## src/rtl/noc_injection_throttle.sv

```systemverilog
// Congestion-aware injection throttle: OPEN / THROTTLE (token bucket) / BLOCK in front of the router local port.
// Optional starvation guard in BLOCK is compiled when NOC_THROTTLE_STARVE_GUARD_EN is defined.
module noc_injection_throttle #(
    parameter int FLIT_WIDTH       = 64,
    parameter int HI_MILLI         = 900,
    parameter int LO_MILLI         = 700,
    parameter int BLOCK_MILLI      = 980,
    parameter int BUCKET_MAX       = 8,
    parameter int REFILL_PERIOD    = 4,
    parameter int MAX_BLOCK_CYCLES = 64
) (
    input  logic                  clk,
    input  logic                  reset_n,
    input  logic [15:0]           pred_cong_milli,
    input  logic [FLIT_WIDTH-1:0] tile_flit_in,
    input  logic                  tile_valid_in,
    output logic                  tile_ready_out,
    output logic [FLIT_WIDTH-1:0] flit_out,
    output logic                  valid_out,
    input  logic                  ready_in,
    output logic [1:0]            state_out,
    output logic [7:0]            tokens_out,
    output logic [31:0]           throttled_cycles,
    output logic [15:0]           forced_grants
);

    localparam logic [1:0] ST_OPEN     = 2'd0;
    localparam logic [1:0] ST_THROTTLE = 2'd1;
    localparam logic [1:0] ST_BLOCK    = 2'd2;

    localparam logic [15:0] L_HI     = 16'(HI_MILLI);
    localparam logic [15:0] L_LO     = 16'(LO_MILLI);
    localparam logic [15:0] L_BLOCK  = 16'(BLOCK_MILLI);
    localparam logic [7:0]  L_BMAX   = 8'(BUCKET_MAX);
    localparam logic [7:0]  L_RLAST  = 8'(REFILL_PERIOD - 1);

    // Elaboration-time parameter legality checks.
    if (LO_MILLI >= HI_MILLI || BLOCK_MILLI <= HI_MILLI) begin : g_bad_levels
        $error("noc_injection_throttle: need LO_MILLI < HI_MILLI < BLOCK_MILLI");
    end
    if (BUCKET_MAX < 1 || BUCKET_MAX > 255 || REFILL_PERIOD < 1 || REFILL_PERIOD > 255) begin : g_bad_bucket
        $error("noc_injection_throttle: BUCKET_MAX and REFILL_PERIOD must be 1..255");
    end
    if (MAX_BLOCK_CYCLES < 2 || MAX_BLOCK_CYCLES > 65535) begin : g_bad_starve
        $error("noc_injection_throttle: MAX_BLOCK_CYCLES must be 2..65535");
    end

    function automatic logic [7:0] tok_inc(input logic [7:0] t);
        return (t >= L_BMAX) ? L_BMAX : t + 8'd1;
    endfunction

    function automatic logic [31:0] sat_inc32(input logic [31:0] v);
        return (v == 32'hFFFF_FFFF) ? v : v + 32'd1;
    endfunction

    function automatic logic [15:0] sat_inc16(input logic [15:0] v);
        return (v == 16'hFFFF) ? v : v + 16'd1;
    endfunction

    logic [15:0] r_pred_q;
    logic [1:0]  r_state;
    logic [1:0]  w_state_nxt;
    logic [7:0]  r_tokens;
    logic [7:0]  w_tokens_nxt;
    logic [7:0]  r_refill;
    logic [31:0] r_throttled;
    logic        w_allow;
    logic        w_force;
    logic        w_xfer;
    logic        w_refill_wrap;

    // allow is purely registered, so ready_in never reaches valid_out.
    assign flit_out         = tile_flit_in;
    assign valid_out        = tile_valid_in & w_allow;
    assign tile_ready_out   = ready_in & w_allow;
    assign w_xfer           = valid_out & ready_in;
    assign state_out        = r_state;
    assign tokens_out       = r_tokens;
    assign throttled_cycles = r_throttled;
    assign w_refill_wrap    = (r_refill == L_RLAST);

    always_comb begin
        w_allow = 1'b0;
        case (r_state)
            ST_OPEN:     w_allow = 1'b1;
            ST_THROTTLE: w_allow = (r_tokens != 8'd0);
            ST_BLOCK:    w_allow = w_force;
            default:     w_allow = 1'b0;
        endcase
    end

    always_comb begin
        w_state_nxt = r_state;
        if (r_pred_q >= L_BLOCK) begin
            w_state_nxt = ST_BLOCK;
        end else begin
            case (r_state)
                ST_OPEN:     if (r_pred_q >= L_HI) w_state_nxt = ST_THROTTLE;
                ST_THROTTLE: if (r_pred_q <  L_LO) w_state_nxt = ST_OPEN;
                ST_BLOCK:    if (r_pred_q <  L_HI) w_state_nxt = ST_THROTTLE;
                default:     w_state_nxt = ST_OPEN;
            endcase
        end
    end

    // A simultaneous refill and consume leaves the bucket unchanged.
    always_comb begin
        w_tokens_nxt = r_tokens;
        case (r_state)
            ST_OPEN: w_tokens_nxt = tok_inc(r_tokens);
            ST_THROTTLE: begin
                if (w_refill_wrap && !w_xfer) begin
                    w_tokens_nxt = tok_inc(r_tokens);
                end else if (!w_refill_wrap && w_xfer && r_tokens != 8'd0) begin
                    w_tokens_nxt = r_tokens - 8'd1;
                end
            end
            default: w_tokens_nxt = r_tokens;
        endcase
    end

    always_ff @(posedge clk or negedge reset_n) begin
        if (!reset_n) begin
            r_pred_q    <= 16'd0;
            r_state     <= ST_OPEN;
            r_tokens    <= L_BMAX;
            r_refill    <= 8'd0;
            r_throttled <= 32'd0;
        end else begin
            r_pred_q <= pred_cong_milli;
            r_state  <= w_state_nxt;
            r_tokens <= w_tokens_nxt;
            // Held at zero outside THROTTLE so every entry starts a fresh period.
            if (r_state == ST_THROTTLE) begin
                r_refill <= w_refill_wrap ? 8'd0 : r_refill + 8'd1;
            end else begin
                r_refill <= 8'd0;
            end
            if (tile_valid_in && !w_allow) begin
                r_throttled <= sat_inc32(r_throttled);
            end
        end
    end

`ifdef NOC_THROTTLE_STARVE_GUARD_EN
    localparam logic [15:0] L_STARVE_ARM = 16'(MAX_BLOCK_CYCLES - 2);

    logic [15:0] r_starve;
    logic        r_force;
    logic [15:0] r_forced_grants;

    assign w_force       = r_force;
    assign forced_grants = r_forced_grants;

    always_ff @(posedge clk or negedge reset_n) begin
        if (!reset_n) begin
            r_starve        <= 16'd0;
            r_force         <= 1'b0;
            r_forced_grants <= 16'd0;
        end else begin
            if (r_state == ST_BLOCK && r_force && w_xfer) begin
                r_forced_grants <= sat_inc16(r_forced_grants);
            end
            if (r_state != ST_BLOCK || w_state_nxt != ST_BLOCK || w_xfer) begin
                r_starve <= 16'd0;
                r_force  <= 1'b0;
            end else if (!tile_valid_in) begin
                // force survives a dropped valid; only a transfer or exit retires it.
                r_starve <= 16'd0;
            end else if (!r_force) begin
                r_starve <= r_starve + 16'd1;
                if (r_starve == L_STARVE_ARM) begin
                    r_force <= 1'b1;
                end
            end
        end
    end
`else
    assign w_force       = 1'b0;
    assign forced_grants = 16'd0;
`endif

endmodule

```

## config.mk

```make
export PLATFORM = sky130hd
export DESIGN_NAME = noc_injection_throttle
export DESIGN_NICKNAME = d
export VERILOG_FILES = /design/src/rtl/noc_injection_throttle.sv
export SDC_FILE = /design/constraint.sdc
export NUM_CORES = 1
export LEC_CHECK = 0
export BUFFER_PORTS_ARGS = -buffer_cell sky130_fd_sc_hd__buf_4
export CORE_MARGIN = 2
export CORE_UTILIZATION = 30
export CTS_CLUSTER_SIZE = 14
export DETAILED_ROUTE_END_ITERATION = 8
export HOLD_SLACK_MARGIN = 0.08
export SLEW_MARGIN = 20
export SYNTH_ARGS = -nofsm -noshare
export SYNTH_HDL_FRONTEND = slang
export SYNTH_SLANG_ARGS = --single-unit
```

## constraint.sdc

```tcl
create_clock -name clk -period 2.4 [get_ports clk]
set_clock_uncertainty 0.1 [all_clocks]
set_input_delay 0 -clock clk [delete_from_list [all_inputs] [get_ports clk]]
set_output_delay 0 -clock clk [all_outputs]
set_load 0.02 [all_outputs]
```

==> results of run 1 <==
-- cell type report --
type	instances	area, µm²
Clock buffer	10	239
Multi-Input combinational cell	234	1560
Sequential cell	64	1600
Fill cell	1167	7050
Inverter	9	33.8
Tap cell	168	210
Timing Repair Buffer	156	1380
Clock inverter	5	81.3
-- registers in the layout, summed over array words and instances, names as in the netlist --
signal            cells
tokens_out            8
r_pred_q             14
throttled_cycles     32
r_refill              8
state_out             2
-- worst paths after layout --
path,start,to,slack (ns),cells after the start
min in group asynchronous,reset_n,throttled_cycles[16],0.22,2
hold reg to reg,throttled_cycles[29],throttled_cycles[29],0.40,1
setup / recovery,throttled_cycles[0],throttled_cycles[23],0.21,7
max in group asynchronous,reset_n,throttled_cycles[31],1.45,2
setup reg to reg,throttled_cycles[0],throttled_cycles[23],0.21,7
hold / removal,tile_valid_in,throttled_cycles[26],0.16,4
-- where the power goes --
group / internal, mW / switching (mW) / total [mW]
clock: 0.930 / 0.453 / 1.38
combinational: 0.302 / 0.377 / 0.678
sequential: 1.18 / 0.136 / 1.32
total: 2.41 / 0.966 / 3.38
-- per-layer routing --
| metal | global-route usage | vias up | wire length [µm] |
|---|---|---|---|
| li1 | - | 1411 | - |
| met1 | 0.153 | 1442 | 3580 |
| met2 | 0.198 | 130 | 4160 |
| met3 | 0.0282 | 10 | 444 |
| met4 | 0.0484 | 0 | 132 |
| met5 | 0 | - | 0 |
-- through the flow --
stage,setup WS [ns],utilization,cells
after floorplan,0.0742,-,394
after global placement,0.130,0.328,552
after detailed placement,0.0445,0.328,552
after CTS,0.0227,0.419,646
after global routing,0.0328,0.420,646
final,0.207,0.420,646
-- kinds of logic after synthesis --
logic type	after synthesis	synth area share
buffers and inverters	96	0.179
adders and majority gates	5	0.0166
muxes	6	0.0166
and+or+nand+nor	138	0.213
xor gates and xnor gates	37	0.0860
DFF	64	0.425
AOI/OAI and AO/OA	32	0.0631
other	1	0.000995
-- worst max-delay path: cells and delay by family (launching register included) --
kind,cells,cell delay [ns]
flops,1,0.42
fa+ha+maj,1,0.21
simple gates,4,0.95
xor+xnor,1,0.15
buf+inv,1,0.23
-- what timing repair did --
action	in CTS	in global routing
resized for setup	0	4
endpoints found under the setup margin	0	10
hold buffers	79	0
hold endpoints to repair	141	0
setup buffers	0	0
-- Yosys cell counts, drive strengths merged, types with 2 or more instances --
cell type   n
nor2b       2
nand4       7
nor2       19
mux2        2
a31oi       2
and4        3
a211o       2
nor3b       3
nand3      20
dfrtp      63
o21ai       7
ha          5
and3        9
a21oi       3
nor4        8
or3         5
a211oi      3
a2111oi     2
nor4b       2
nand2      25
buf        86
nand2b      2
nor3       20
and2        6
or4         2
xnor2       7
xor2       30
o31ai       3
o21a        2
inv         9
mux2i       4
==> flow_summary.rst, run 1 <==
.. list-table::
   :header-rows: 1

   * - Metric
     - Value
   * - Minimum period implied by the final worst setup slack
     - 2.19 ns
   * - Total Routing Usage GR
     - 0.120
   * - Worst setup EP type
     - register
   * - CTS tree
     - done
   * - Worst slew pin tran
     - 0.815 ns
   * - Leakage power
     - around 2.3 nW
   * - Vias
     - around 3000
   * - Number of pins with negative max-slew slack in the final report
     - 0
   * - Worst setup path class
     - reg -> reg
   * - Initial Util
     - 0.310
   * - Area growth, synth to finish
     - 35.7%
   * - Overall die width
     - 116 µm
   * - HPWL after DPL
     - between 5000 and 6000 µm
   * - Antenna cell count
     - 0
   * - Congestion Overflow GR
     - 0
   * - Worst vdd rail ir drop
     - about 0.67 mV
   * - Overall Power
     - about 3.4 mW
   * - Maximum fanout encountered on the critical timing path
     - 10
   * - Crit path cell chain
     - ha_1 -> nand2_1 -> nor2_1 -> and4b_1 -> buf_4 -> nor4b_4 -> xor2_1
   * - Overall routed net length
     - between 8000 and 9000 µm
   * - Post-synth top area cell
     - sky130_fd_sc_hd__dfrtp_1
   * - Number of maximum-capacitance violations
     - 0
   * - Number of design rule violations left after detail routing
     - 0
   * - Clock buffer count from CTS
     - 9
   * - Area enclosed by the die boundary
     - 13500 µm²
   * - H-tree depth
     - 3
   * - Critical Path Source Type
     - register
   * - Slowest cell on the critical path
     - sky130_fd_sc_hd__and4b_1
   * - Largest buffer count on any clock path
     - 2
   * - Number of port buffers
     - between 60 and 70
   * - Count of endpoints failing setup in the final report
     - 0
   * - Clock-pin slew on the worst setup and hold paths
     - 0.05 ns
   * - Wire length of the first global-routing pass
     - 12800 µm
   * - Clock net sink count
     - 64
   * - Count of distinct cell types in the synthesized netlist
     - 54
   * - Top library cells by usage in the layout, fill and taps aside
     - sky130_fd_sc_hd__dlygate4sd3_1, sky130_fd_sc_hd__buf_4, sky130_fd_sc_hd__dfrtp_1, sky130_fd_sc_hd__xor2_1, sky130_fd_sc_hd__nand2_1
   * - Ports placed on the boundary
     - between 200 and 250
   * - Post-synth EDFFs
     - 0
   * - Final period util
     - 0.914
   * - Status
     - completed
   * - Setup repair after global routing missed its margin
     - no
   * - Die height
     - between 100 and 150 µm
   * - Hold WC Path Type
     - in -> reg
   * - Area of placed instances
     - between 3000 and 4000 µm²
   * - Worst hold slack after final layout
     - between 0.15 and 0.2 ns
   * - Setup TNS
     - 0 ns
   * - Antenna violations before repair
     - 0
   * - Required time at the worst-slack endpoint
     - 2.49 ns
   * - Pwr per Cell Area
     - 661 nW/µm²
   * - Core region area
     - roughly 12000 µm²
   * - Worst-skew pair later-pin latency
     - about 0.32 ns
   * - Row count
     - 40
   * - Sequential-to-total area share from yosys stat
     - 0.425
   * - Synth warn
     - 0
   * - Post-synthesis area per instance
     - just under 10 µm²
   * - Drt first pass iters
     - 4
   * - Average wire length per cell after detail routing
     - roughly 13 µm
   * - Relative slew slack
     - 0.457
   * - Area of the mapped netlist
     - roughly 3800 µm²
   * - Vias in the first global route
     - 2696
   * - Post-route cell area
     - 5110 µm²
   * - Pin count of the biggest net entering global routing
     - between 60 and 70
   * - Most frequent standard cell in the layout excluding fill and tap cells
     - sky130_fd_sc_hd__dlygate4sd3_1
   * - Max stage delay on crit path
     - between 0.5 and 0.6 ns
   * - Gate count of the mapped netlist
     - about 380
   * - Commonest register cell after synthesis
     - sky130_fd_sc_hd__dfrtp_1
   * - Ranking of synthesized cells by area
     - sky130_fd_sc_hd__dfrtp_1, sky130_fd_sc_hd__buf_4, sky130_fd_sc_hd__xor2_1
   * - Weighted congestion at the end of routability-driven global placement
     - roughly 0.84
   * - Final-stage net count
     - 563
   * - Via density per instance
     - roughly 4.6
   * - Register bit total from synthesis
     - 64
   * - Layout cell share with drive strength beyond 1
     - 0.232
   * - Starting DRC count in detailed routing
     - roughly 130
   * - Final Hold Vio Count
     - 0
   * - Async SR Flop Fraction
     - 1.00
   * - Fraction of post-synthesis cell area in the top cell type by area
     - 0.418
   * - WP data arrival
     - 2.29 ns
   * - Clk root buf
     - sky130_fd_sc_hd__clkbuf_16
   * - Maximum operating frequency
     - roughly 460 MHz
   * - DRT antenna net count
     - 0
(Power assumes the default switching activity.)
==> run 2, diff against run 1 <==
==> constraint.sdc (replaced) <==
create_clock -name clk -period 1.8 [get_ports clk]
set_clock_uncertainty 0.1 [all_clocks]
set_input_delay 0 -clock clk [delete_from_list [all_inputs] [get_ports clk]]
set_output_delay 0 -clock clk [all_outputs]
set_load 0.02 [all_outputs]
==> run 2 against run 1 <==
  * The run now ends with setup timing left
  * Clock power is 25% higher
  * Critical path depth stayed put
  * Worst hold slack improved by 0.052 ns
  * Via count up 13%
  * Sequential power up 28%
  * Global-route usage is 3.2 points higher
  * Utilization rose by 10 points
  * Setup slack lost 0.51 ns
  * Die area stayed put
  * Combinational power up 120%
==> flow_summary.rst, run 2 (synthesis results as in run 1) <==
.. list-table::
   :header-rows: 1

   * - Metric
     - Value
   * - Status
     - finished with violations
   * - Violations in the final reports
     - setup timing
   * - Ports placed on the boundary
     - 208
   * - Reg2Reg Launch Point
     - tokens_out[0]
   * - DRT antenna net count
     - 0
   * - Setup repair after global routing missed its margin
     - yes
   * - Leakage power
     - 2.89 nW
   * - Antenna cell count
     - 0
   * - Setup TNS
     - -7.03 ns
   * - Most frequent standard cell in the layout excluding fill and tap cells
     - sky130_fd_sc_hd__buf_4
   * - Maximum operating frequency
     - ~470 MHz
   * - Relative slew slack
     - 0.637
   * - Final Hold Vio Count
     - 0
   * - Beginning of the critical path
     - tokens_out[0]
   * - Sw frac
     - 0.299
   * - Vias
     - roughly 3400
   * - Overall die width
     - 116 µm
   * - Wire length of the first global-routing pass
     - approximately 16000 µm
   * - Reg-to-reg slack, setup
     - -0.31 ns
   * - Drt first pass iters
     - 4
   * - Crit path depth
     - 7
   * - Hold WC Path Type
     - in -> reg
   * - Placed Instances
     - ~620
   * - Required time at the worst-slack endpoint
     - 1.95 ns
   * - Area of placed instances
     - ~4700 µm²
   * - Number of design rule violations left after detail routing
     - 0
   * - Worst slew pin tran
     - around 0.54 ns
   * - Average wire length per cell after detail routing
     - roughly 14 µm
   * - Total Routing Usage GR
     - 0.153
   * - Number of maximum-capacitance violations
     - 0
   * - Clk root buf
     - sky130_fd_sc_hd__clkbuf_16
   * - H-tree depth
     - 3
   * - Row count
     - 40
   * - Max stage delay on crit path
     - around 0.58 ns
   * - CTS tree
     - done
   * - Clock-pin slew on the worst setup and hold paths
     - 0.05 ns
   * - Number of port buffers
     - 61
   * - Part of the power in registers
     - 0.346
   * - Worst slack at placement
     - -0.334 ns
   * - Finished Core Util
     - 0.524
   * - Via density per instance
     - 4.61
   * - Worst-skew pair later-pin latency
     - approximately 0.33 ns
   * - Worst setup EP type
     - register
   * - Crit path cell chain
     - inv_2 -> ha_4 -> nor3b_4 -> a31oi_4 -> or4b_4 -> nor3_4 -> xor2_1
   * - Antenna violations before repair
     - 0
   * - Pin count of the biggest net entering global routing
     - 40
   * - Largest buffer count on any clock path
     - 2
   * - Area enclosed by the die boundary
     - between 10000 and 15000 µm²
   * - Weighted congestion at the end of routability-driven global placement
     - between 0.8 and 0.9
   * - Die height
     - between 100 and 150 µm
   * - Core region area
     - 12200 µm²
   * - Clock buffer count from CTS
     - 9
   * - Fin worst setup slack
     - -0.307 ns
   * - Minimum period implied by the final worst setup slack
     - 2.11 ns
   * - HPWL after DPL
     - around 6500 µm
   * - Pwr per Cell Area
     - between 700 and 800 nW/µm²
   * - Top library cells by usage in the layout, fill and taps aside
     - sky130_fd_sc_hd__buf_4, sky130_fd_sc_hd__dlygate4sd3_1, sky130_fd_sc_hd__dfrtp_1, sky130_fd_sc_hd__xor2_1, sky130_fd_sc_hd__nand2_1
   * - Congestion Overflow GR
     - 0
   * - Clk network pwr share
     - 0.353
   * - Largest register FFs
     - 32
   * - Post-route cell area
     - 6380 µm²
   * - Endpoint of the lowest-slack register-to-register path
     - throttled_cycles[26]
   * - Worst r2r path cells
     - 7
   * - Clock net sink count
     - 64
   * - Fin cells
     - ~740
   * - Worst setup path class
     - reg -> reg
   * - Final-stage net count
     - 653
   * - Net switching power
     - 1.46 mW
   * - Termination of the worst setup path
     - throttled_cycles[26]
   * - Worst path bufs/invs
     - 1
   * - Initial Util
     - 0.310
   * - Slowest cell on the critical path
     - sky130_fd_sc_hd__or4b_4
   * - Starting DRC count in detailed routing
     - about 130
   * - Maximum fanout encountered on the critical timing path
     - 5
   * - Layout cell share with drive strength beyond 1
     - 0.452
   * - Internal Dissipation
     - ~3.4 mW
   * - Overall routed net length
     - 10500 µm
   * - Number of pins with negative max-slew slack in the final report
     - 0
   * - Worst vdd rail ir drop
     - around 0.57 mV
   * - Final period util
     - 1.17
   * - Count of endpoints failing setup in the final report
     - 42
   * - Vias in the first global route
     - around 3400
   * - Kind of cell with the highest combined delay on the critical path
     - simple AND/OR/NAND/NOR gates
   * - WP data arrival
     - approximately 2.3 ns
   * - Area growth, synth to finish
     - 69.2%
   * - Critical Path Source Type
     - register
   * - Comb pwr share
     - 0.301
## run 2: repair_timing
item                                    in CTS  in global routing
gates resized for setup                     60                 24
endpoints found under the setup margin      42                 42
hold endpoints to repair                   141                  0
buffers inserted                             8                  8
pin swaps                                   38                 17
hold buffers                                81                  0
gates cloned                                 2                  1
## run 2: how the worst min path moves through the flow
stage / start / cells after the start / end / slack (ns)
after floorplan: reset_n / 0 / r_pred_q[10] / -0.40
after global placement: reset_n / 1 / tokens_out[0] / -0.16
after detailed placement: reset_n / 1 / tokens_out[0] / -0.15
after CTS: ready_in / 5 / tokens_out[4] / 0.16
after global routing: tile_valid_in / 4 / throttled_cycles[28] / 0.21
final: tile_valid_in / 4 / throttled_cycles[28] / 0.21
## run 2: through the flow
stage / hold slack, ns / power [mW]
floorplan: -0.396 / 2.38
global placement: -0.156 / 2.77
detailed placement: -0.148 / 2.81
CTS: 0.161 / 4.86
global route: 0.207 / 5.13
finish: 0.207 / 4.88
## run 2: final cells by class
class	count	area [µm²]
Clock buffer	12	246
Clock inverter	4	45.0
Fill cell	1069	5790
Inverter	9	33.8
Multi-Input combinational cell	234	2000
Sequential cell	64	1620
Tap cell	168	210
Timing Repair Buffer	246	2220
## run 2: metal layers
layer | vias to the layer above | part of all wire | global-route usage
met5 | - | 0 | 0
met1 | 1628 | 0.39 | 0.178
met3 | 11 | 0.067 | 0.0502
li1 | 1591 | - | -
met4 | 0 | 0.0089 | 0.0397
met2 | 166 | 0.53 | 0.270
## run 2: power by group through the flow
stage               combinational (mW)  sequential, mW  clock [mW]
detailed placement                1.10            1.71           0
global placement                  1.08            1.70           0
floorplan                        0.476            1.90           0
global route                      1.57            1.71        1.85
finish                            1.47            1.69        1.72
CTS                               1.43            1.68        1.75
## run 2: worst reg2reg max path, stage by stage, from the launching register on
cell	delay, ns
sky130_fd_sc_hd__dfrtp_2	0.40
sky130_fd_sc_hd__inv_2	0.08
sky130_fd_sc_hd__ha_4	0.12
sky130_fd_sc_hd__nor3b_4	0.23
sky130_fd_sc_hd__a31oi_4	0.15
sky130_fd_sc_hd__or4b_4	0.58
sky130_fd_sc_hd__nor3_4	0.21
sky130_fd_sc_hd__xor2_1	0.15
==> run 3, diff against run 2 <==
--- a/config.mk
+++ b/config.mk
@@ -6,11 +6,11 @@
 export NUM_CORES = 1
 export LEC_CHECK = 0
 export BUFFER_PORTS_ARGS = -buffer_cell sky130_fd_sc_hd__buf_4
-export CORE_MARGIN = 2
 export CORE_UTILIZATION = 30
 export CTS_CLUSTER_SIZE = 14
 export DETAILED_ROUTE_END_ITERATION = 8
 export HOLD_SLACK_MARGIN = 0.08
+export MAX_ROUTING_LAYER = met4
 export SLEW_MARGIN = 20
 export SYNTH_ARGS = -nofsm -noshare
 export SYNTH_HDL_FRONTEND = slang
==> run 3 against run 2 <==
  * The flow still finishes with violations (setup timing)
  * Critical path depth is the same
  * Worst hold slack lost 0.032 ns
  * Final cell count shrank 1.4%
  * Setup slack lost 0.076 ns
  * Fmax shrank 3.5%
  * Total power grew 5.9%
  * Register-to-register slack lost 0.08 ns
  * Largest power group unchanged
==> flow_summary.rst, run 3 (synthesis results as in run 1) <==
.. list-table::
   :header-rows: 1

   * - Metric
     - Value
   * - Pwr per Cell Area
     - about 860 nW/µm²
   * - Worst slew pin tran
     - 0.658 ns
   * - Vias
     - 3278
   * - Number of port buffers
     - 61
   * - Hold WC Path Type
     - in -> reg
   * - Maximum fanout encountered on the critical timing path
     - 5
   * - Setup TNS
     - -10.51 ns
   * - Worst slack at placement
     - -0.344 ns
   * - HPWL after DPL
     - between 6000 and 7000 µm
   * - Worst r2r path cells
     - 7
   * - Finished Core Util
     - 0.498
   * - DRT antenna net count
     - 0
   * - Crit path cell chain
     - inv_2 -> ha_4 -> nor3b_4 -> a31oi_4 -> or4b_4 -> nor3_2 -> xor2_1
   * - Count of endpoints failing setup in the final report
     - 42
   * - Overall routed net length
     - ~9600 µm
   * - Fin worst setup slack
     - -0.384 ns
   * - Area of placed instances
     - approximately 4700 µm²
   * - Top library cells by usage in the layout, fill and taps aside
     - sky130_fd_sc_hd__buf_4, sky130_fd_sc_hd__dlygate4sd3_1, sky130_fd_sc_hd__dfrtp_1, sky130_fd_sc_hd__xor2_1, sky130_fd_sc_hd__nand2_1
   * - H-tree depth
     - 3
   * - Overall die width
     - approximately 110 µm
   * - Clock net sink count
     - 64
   * - Antenna cell count
     - 0
   * - CTS tree
     - done
   * - Number of maximum-capacitance violations
     - 0
   * - Congestion Overflow GR
     - 0
   * - Layout fillers
     - 1135
   * - Final Hold Vio Count
     - 0
   * - Core region area
     - approximately 12000 µm²
   * - Largest buffer count on any clock path
     - 2
   * - Worst setup path class
     - reg -> reg
   * - Leakage power
     - 2.76 nW
   * - Clock buffer count from CTS
     - 9
   * - Wire length of the first global-routing pass
     - between 10000 and 15000 µm
   * - Final period util
     - 1.21
   * - Number of pins with negative max-slew slack in the final report
     - 0
   * - Most frequent standard cell in the layout excluding fill and tap cells
     - sky130_fd_sc_hd__buf_4
   * - Maximum operating frequency
     - around 460 MHz
   * - Number of design rule violations left after detail routing
     - 0
   * - Largest register FFs
     - 32
   * - Clk root buf
     - sky130_fd_sc_hd__clkbuf_16
   * - Clock-pin slew on the worst setup and hold paths
     - around 0.060 ns
   * - Max stage delay on crit path
     - ~0.56 ns
   * - Status
     - finished with violations
   * - Required time at the worst-slack endpoint
     - 1.95 ns
   * - Starting DRC count in detailed routing
     - ~80
   * - Slowest cell on the critical path
     - sky130_fd_sc_hd__or4b_4
   * - Average wire length per cell after detail routing
     - approximately 13 µm
   * - Worst-skew pair later-pin latency
     - 0.34 ns
   * - Die height
     - about 110 µm
   * - Final-stage net count
     - between 600 and 700
   * - Initial Util
     - 0.311
   * - Post-route cell area
     - approximately 6000 µm²
   * - Violations in the final reports
     - setup timing
   * - Layout cell share with drive strength beyond 1
     - 0.406
   * - Minimum period implied by the final worst setup slack
     - between 2 and 2.5 ns
   * - Ports placed on the boundary
     - ~210
   * - Weighted congestion at the end of routability-driven global placement
     - 0.877
   * - Antenna violations before repair
     - 0
   * - Drt first pass iters
     - 6
   * - Relative slew slack
     - 0.558
   * - Critical Path Source Type
     - register
   * - Vias in the first global route
     - roughly 3200
   * - WP data arrival
     - around 2.3 ns
   * - Total Routing Usage GR
     - 0.151
   * - Setup repair after global routing missed its margin
     - yes
   * - Worst hold path cell count
     - 5
   * - Area growth, synth to finish
     - 60.0%
   * - Worst vdd rail ir drop
     - roughly 0.55 mV
   * - Via density per instance
     - roughly 4.5
   * - Worst setup EP type
     - register
   * - Area enclosed by the die boundary
     - 13000 µm²
   * - Row count
     - 40
   * - Pin count of the biggest net entering global routing
     - 35
-- run 3: cell count changes in the layout (fill, tap and decap cells not counted), sizes merged --
cell	delta
buf	-9
bufinv	+3
clkinv	-3
clkbuf	-2
clkinvlp	+1
-- run 3: cell type report --
type                       count  area, µm²  share of cell area
clock buffer                  11        243              0.0402
clock inverter                 5        128              0.0212
inverter                       9       33.8             0.00560
multi-input combinational    234       1770               0.294
sequential                    64       1620               0.268
tap                          168        210              0.0349
timing repair buffer         236       2030               0.337
-- run 3: path summary, 6_finish.rpt --
check | start | to | slack, ns
worst max-delay path | tokens_out[0] | throttled_cycles[30] | -0.38
worst min-delay path | ready_in | tokens_out[4] | 0.18
worst max register to register | tokens_out[0] | throttled_cycles[30] | -0.38
worst min register to register | throttled_cycles[31] | throttled_cycles[31] | 0.44
max in group asynchronous | reset_n | throttled_cycles[7] | 0.47
min in group asynchronous | reset_n | tokens_out[5] | 0.60
-- run 3: timing repair --
| action | in CTS | in global routing |
|---|---|---|
| buffers inserted | 4 | 5 |
| gates resized for setup | 15 | 9 |
| pin swaps | 6 | 7 |
| endpoints found under the hold margin | 142 | 0 |
| hold buffers | 80 | 0 |
| setup endpoints to repair | 42 | 43 |
-- run 3: through the flow --
| step | power (mW) | instances | hold WS (ns) |
|---|---|---|---|
| global placement | 2.76 | 622 | -0.129 |
| floorplan | 2.38 | 394 | -0.396 |
| detailed placement | 2.79 | 622 | -0.123 |
| finish | 5.17 | 727 | 0.175 |
| global route | 5.41 | 727 | 0.199 |
| CTS | 5.22 | 722 | 0.144 |
-- run 3: critical path: cells and delay by family (launching register included) --
| family | cells | cell delay (ns) |
|---|---|---|
| xor gates and xnor gates | 1 | 0.17 |
| buffers and inverters | 1 | 0.08 |
| AOI/OAI and AO/OA | 1 | 0.16 |
| adders and majority gates | 1 | 0.13 |
| and+or+nand+nor | 3 | 1.05 |
| DFF | 1 | 0.40 |
-- run 3: power breakdown --
group	leakage, nW	total, mW	switching (mW)	internal [mW]
combinational	1.80	1.32	0.656	0.664
sequential	0.784	1.68	0.0940	1.59
clock	0.176	2.17	0.635	1.53
-- run 3: metal layers --
| metal | vias to the layer above | track usage | routed length, µm |
|---|---|---|---|
| li1 | 1569 | - | - |
| met1 | 1551 | 0.167 | 3870 |
| met4 | 0 | 0.0528 | 138 |
| met3 | 14 | 0.0386 | 562 |
| met5 | - | - | 0 |
| met2 | 144 | 0.262 | 5000 |
